`src/rtl/mem_arb.sv`:
```
// Two-port round-robin arbiter in front of a single memory request interface.
// One transaction at a time; optional ack timeout reports non-existent memory.
module mem_arb #(
    parameter int ADDR_W  = 22,
    parameter int DATA_W  = 36,
    parameter int TIMEOUT = 64
) (
    input  logic              clk,
    input  logic              reset,
    input  logic [ADDR_W-1:0] p0_addr,
    input  logic [0:DATA_W-1] p0_wdata,
    input  logic              p0_read,
    input  logic              p0_write,
    output logic [0:DATA_W-1] p0_rdata,
    output logic              p0_ack,
    output logic              p0_nxm,
    input  logic [ADDR_W-1:0] p1_addr,
    input  logic [0:DATA_W-1] p1_wdata,
    input  logic              p1_read,
    input  logic              p1_write,
    output logic [0:DATA_W-1] p1_rdata,
    output logic              p1_ack,
    output logic              p1_nxm,
    output logic [ADDR_W-1:0] mem_addr,
    output logic [0:DATA_W-1] mem_write_data,
    output logic              mem_read,
    output logic              mem_write,
    input  logic [0:DATA_W-1] mem_read_data,
    input  logic              read_ack,
    input  logic              write_ack
);

    typedef enum logic [1:0] {IDLE, REQ, RDATA, ACK} state_t;

    localparam logic [7:0] TO_LAST = (TIMEOUT == 0) ? 8'd0 : 8'(TIMEOUT - 1);

    state_t      state;
    logic        gnt;
    logic        favour;
    logic        op_read;
    logic [7:0]  tcnt;

    logic              req0, req1, pick, sel_read, mem_ack, expired;
    logic [ADDR_W-1:0] sel_addr;
    logic [0:DATA_W-1] sel_wdata;

    assign req0      = p0_read | p0_write;
    assign req1      = p1_read | p1_write;
    // On a tie the favoured port wins; with a single requester it simply gets the grant.
    assign pick      = (req0 && req1) ? favour : req1;
    assign sel_read  = pick ? p1_read  : p0_read;
    assign sel_addr  = pick ? p1_addr  : p0_addr;
    assign sel_wdata = pick ? p1_wdata : p0_wdata;
    assign mem_ack   = op_read ? read_ack : write_ack;
    assign expired   = (TIMEOUT != 0) && (tcnt == TO_LAST) && !mem_ack;

    // NOTE: every register here is state, so all assignments are non-blocking.
    always_ff @(posedge clk or negedge reset) begin
        if (!reset) begin
            state          <= IDLE;
            gnt            <= 1'b0;
            favour         <= 1'b0;
            op_read        <= 1'b0;
            tcnt           <= 8'd0;
            mem_addr       <= '0;
            mem_write_data <= '0;
            mem_read       <= 1'b0;
            mem_write      <= 1'b0;
            p0_rdata       <= '0;
            p1_rdata       <= '0;
            p0_ack         <= 1'b0;
            p1_ack         <= 1'b0;
            p0_nxm         <= 1'b0;
            p1_nxm         <= 1'b0;
        end else begin
            p0_ack <= 1'b0;
            p1_ack <= 1'b0;
            p0_nxm <= 1'b0;
            p1_nxm <= 1'b0;
            case (state)
                IDLE: begin
                    if (req0 || req1) begin
                        gnt            <= pick;
                        favour         <= ~pick;
                        op_read        <= sel_read;
                        mem_addr       <= sel_addr;
                        mem_write_data <= sel_wdata;
                        mem_read       <= sel_read;
                        mem_write      <= ~sel_read;
                        tcnt           <= 8'd0;
                        state          <= REQ;
                    end
                end
                REQ: begin
                    if (mem_ack) begin
                        mem_read  <= 1'b0;
                        mem_write <= 1'b0;
                        if (op_read) begin
                            state <= RDATA;
                        end else begin
                            state <= ACK;
                            if (gnt) p1_ack <= 1'b1;
                            else     p0_ack <= 1'b1;
                        end
                    end else if (expired) begin
                        // Nobody answered: finish with NXM and a zeroed read word.
                        mem_read  <= 1'b0;
                        mem_write <= 1'b0;
                        state     <= ACK;
                        if (gnt) begin
                            p1_ack <= 1'b1;
                            p1_nxm <= 1'b1;
                            if (op_read) p1_rdata <= '0;
                        end else begin
                            p0_ack <= 1'b1;
                            p0_nxm <= 1'b1;
                            if (op_read) p0_rdata <= '0;
                        end
                    end else begin
                        tcnt <= tcnt + 8'd1;
                    end
                end
                RDATA: begin
                    state <= ACK;
                    if (gnt) begin
                        p1_rdata <= mem_read_data;
                        p1_ack   <= 1'b1;
                    end else begin
                        p0_rdata <= mem_read_data;
                        p0_ack   <= 1'b1;
                    end
                end
                ACK: begin
                    state <= IDLE;
                end
                default: state <= IDLE;
            endcase
        end
    end

endmodule

```
`config.mk`:
```
export PLATFORM = sky130hd
export DESIGN_NAME = mem_arb
export DESIGN_NICKNAME = d
export VERILOG_FILES = /design/src/rtl/mem_arb.sv
export SDC_FILE = /design/constraint.sdc
export NUM_CORES = 1
export LEC_CHECK = 0
export CORE_MARGIN = 2
export CORE_UTILIZATION = 42
export CTS_BUF_LIST = sky130_fd_sc_hd__clkbuf_4 sky130_fd_sc_hd__clkbuf_8
export CTS_CLUSTER_SIZE = 16
export DETAILED_ROUTE_END_ITERATION = 7
export PLACE_DENSITY_LB_ADDON = 0.05
export SLEW_MARGIN = 10
export SYNTH_ARGS = -nofsm -noshare
export SYNTH_HDL_FRONTEND = slang
export SYNTH_SLANG_ARGS = --single-unit
export TNS_END_PERCENT = 10
```
`constraint.sdc`:
```
create_clock -name clk -period 2.12 [get_ports clk]
set_input_delay 0.212 -clock clk [delete_from_list [all_inputs] [get_ports clk]]
set_output_delay 0.212 -clock clk [all_outputs]
set_load 0.01 [all_outputs]
```
==> flow_summary.toml <==
[grt]
grt_pass1_vias = 5638
grt_use_met3_pct = 8.52
met1_capacity_usage_during_global_routing_pct = 29.2
grt_overflow_total = 0
grt_pass1_wl_um = 28900
groute.layer.met2.usage_pct = 42.1
initial_antenna_violation_count = 0
globalRouteTotalUtil_pct = 24.9
grt_max_degree = 73
grt_busiest_layer = "met2"

[clock_network]
clock_latency_on_the_worst_skew_pair_ns = 0.45
cts-root-to-sink-buffers = 2
tritoncts.num_buffers = 17
cts_tree = "built"
cts.root.buffer_cell = "clkbuf_8"
cts-htree-levels = 4
cts.clk_slew.worst_paths_ns = 0.08
cts.sinks = 149

[finish]
diodes = 0
finish.net_count = 1027
layout_commonest_cell = "clkdlybuf4s50_1"
layoutNonFillerInstCount = 1056
area_growth_pct = 60.3
final_design_area_no_fill_um2 = 9720
post_route_cells_drive_above_1_share_pct = 7.42
final_cell_mix = "clkdlybuf4s50_1 (294), dfrtp_1 (149), nand2_1 (122), inv_1 (64), o21ai_0 (60)"
final.fill_count = 1081

[power]
total_power_uw = 13300
share_seq_of_total_power_pct = 34.9
power.ir.vdd_worst_mv = 0.728
clockPowerShare_pct = 17.5
p_sw_uw = 4840
combPwrFrac_pct = 47.6
p_per_area_nw_per_um2 = 1370
switching_share_pct = 36.3
internal_power_uw = 8500
leakage_uw = 0.00433

[floorplanning]
die_x_um = 124
die_y_um = 124
num_io_pins = 296
placeableCoreArea_um2 = 14000
start_util_pct = 43.4
rows = 43
design.die.area_um2 = 15400

[sta]
tightest_slew_ns = 0.573
final_max_slew_viol_count = 0
slew_headroom_pct = 61.8
finalClockSkew_ns = 0.0107
fmax_ghz = 0.502
setup-violations-final = 0
hold_viol_final = 0
unrepaired_setup_endpoints_after_global_routing = "false"
fin_crit_ns = 1.99
min_period_over_period_pct = 93.9

[worst_setup_path]
crit_family = "simple AND/OR/NAND/NOR gates"
timing.critical_path.arrival_ns = 2.31
largest_driver_fanout_on_the_critical_path = 72
worst-path-buf-inv = 3
critPathRequiredTime_ns = 2.44
cp-start-kind = "register"
crit_type = "reg2reg"
critical_path.endpoint_type = "register"
slowest_stage = "dfrtp_1"
crit_chain = "inv_2 -> ha_4 -> nand3b_1 -> nor4_4 -> buf_4 -> o21ai_4 -> buf_12 -> nand2_1 -> o21ai_0"
timing.critical_path.slowest_cell_delay_ns = 0.43

[drt]
post-route-drc-count = 4
drt-pass1-iter-count = 8
drt-wirelength-per-cell_um = 18.3
avgViaCountPerCell = 5.35
final_antenna_net_count = 0
drt_iter0_drc = 507
postRouteWirelength_um = 19300
num_vias = 5647

[placement]
placement.cell_area_um2 = 9260
numPlacedInstances = 1022
dp_wirelength_um = 13900
gp_routability_congestion = 0.876
portBuffers = 295

[logic_synthesis]
yosys.cell_types.count = 44
asyncSetResetFlopFracSynth_pct = 100
synth_area_leaders = "dfrtp_1 (61%), a222oi_1 (9.6%), nand2_1 (7.5%)"
synth_edf_count = 0
syn_area_per_cell_um2 = 10.6
net_count_of_the_mapped_netlist = 737
seq_area_frac_synth_pct = 61.5
yosysTopAreaCell = "dfrtp_1"
synth_cells = 573
yosysWarningCount = 0
postSynthRegisterBits = 149
ys.flop_type = "dfrtp_1"
mappedNetlistArea_um2 = 6070
synthDominantCellAreaShare_pct = 61.5

[outcome]
failing_checks = "DRC"
run_status = "complete, but fails checks"

[job]
drv_cap = 0

[hold_path]
hp-class = "in2async"
==> routing by layer <==
| metal | vias to the layer above | wire length (µm) |
|---|---|---|
| met5 | - | 0 |
| met4 | 0 | 519 |
| met3 | 29 | 1820 |
| met2 | 259 | 9730 |
| met1 | 2746 | 7270 |
| li1 | 2613 | - |
==> power by group through the flow <==
stage / clock network [µW] / registers (µW) / logic (µW)
finish: 2330 / 4650 / 6350
global route: 2510 / 4790 / 6930
CTS: 2370 / 4640 / 6370
detailed placement: 0 / 4670 / 6340
global placement: 0 / 4630 / 6180
floorplan: 0 / 5110 / 2520
==> registers in the layout, summed over array words and instances, names as in the netlist <==
name and flops:
op_read 1, p1_ack 1, gnt 1, state 2, p0_rdata 36, favour 1, tcnt 8, mem_write_data 36
mem_write 1, mem_addr 22, mem_read 1, p0_nxm 1, p0_ack 1, p1_rdata 36, p1_nxm 1
==> layout make-up <==
| type | instances | area (µm²) | area share [%] |
|---|---|---|---|
| inverter | 65 | 244 | 2.51 |
| multi-input combinational | 321 | 1970 | 20.3 |
| timing repair buffer | 309 | 3130 | 32.2 |
| tap | 180 | 225 | 2.32 |
| sequential | 149 | 3730 | 38.4 |
| clock inverter | 12 | 150 | 1.54 |
| clock buffer | 20 | 275 | 2.83 |
==> cell families after synthesis <==
group / count (synthesis) / synth area share, %
buffers and inverters: 103 / 6.70
AND/OR/NAND/NOR: 156 / 11.4
AO/OA/AOI/OAI: 159 / 19.3
flip-flops: 149 / 61.5
adder cells (fa/ha/maj): 4 / 0.825
multiplexers: 2 / 0.371
==> cells in the mapped netlist, types with 2 or more instances <==
| cell type | n |
|---|---|
| a21o_1 | 3 |
| o21ai_1 | 15 |
| o31ai_1 | 2 |
| o22a_1 | 2 |
| nand2_1 | 122 |
| a21oi_1 | 3 |
| nor3_1 | 4 |
| mux2_2 | 2 |
| o21ai_0 | 61 |
| nor2_1 | 7 |
| o221ai_1 | 3 |
| a222oi_1 | 58 |
| dfrtp_1 | 149 |
| clkbuf_1 | 27 |
| nand4_1 | 2 |
| buf_2 | 10 |
| or2_2 | 2 |
| o21ai_2 | 3 |
| or3_1 | 2 |
| inv_1 | 65 |
| ha_1 | 4 |
| or4_1 | 3 |
| and2_1 | 2 |
| nor3_2 | 2 |
==> through the flow <==
stage | worst slack [ns] | utilization (%) | hold slack [ns] | TNS, ns
after floorplan | 0.284 | - | -0.0836 | 0
after global placement | -0.0461 | 66.2 | 0.214 | -2.13
after detailed placement | -0.122 | 66.2 | 0.217 | -5.11
after CTS | 0.0838 | 69.3 | 0.302 | 0
after global routing | 0.00106 | 69.5 | 0.321 | 0
final | 0.130 | 69.5 | 0.289 | 0
==> worst paths after layout <==
kind	startpoint	to	slack, ns	cells after the start
min in group clk	mem_read_data[16]	p0_rdata[16]$_DFFE_PN0P_	0.33	3
min	reset	p0_rdata[29]$_DFFE_PN0P_	0.29	2
max in group asynchronous	reset	mem_addr[9]$_DFFE_PN0P_	1.11	3
min reg2reg	p1_rdata[34]$_DFFE_PN0P_	p1_rdata[34]$_DFFE_PN0P_	0.48	2
max reg2reg	state[1]$_DFFE_PN0P_	p1_rdata[11]$_DFFE_PN0P_	0.13	9
max	state[1]$_DFFE_PN0P_	p1_rdata[11]$_DFFE_PN0P_	0.13	9
==> worst reg2reg max path: stages, from the launching register on <==
cell      delay, ns
dfrtp_1        0.43
inv_2          0.09
ha_4           0.16
nand3b_1       0.13
nor4_4         0.38
buf_4          0.18
o21ai_4        0.06
buf_12         0.21
nand2_1        0.14
o21ai_0        0.08
==> what timing repair did <==
item | 4_1_cts | 5_1_grt
hold buffers | 1 | 0
endpoints found under the setup margin | 0 | 71
gates resized for setup | 0 | 6
setup buffers | 0 | 1
hold endpoints to repair | 56 | 0
Note: power is estimated with default switching activity, not from simulation.
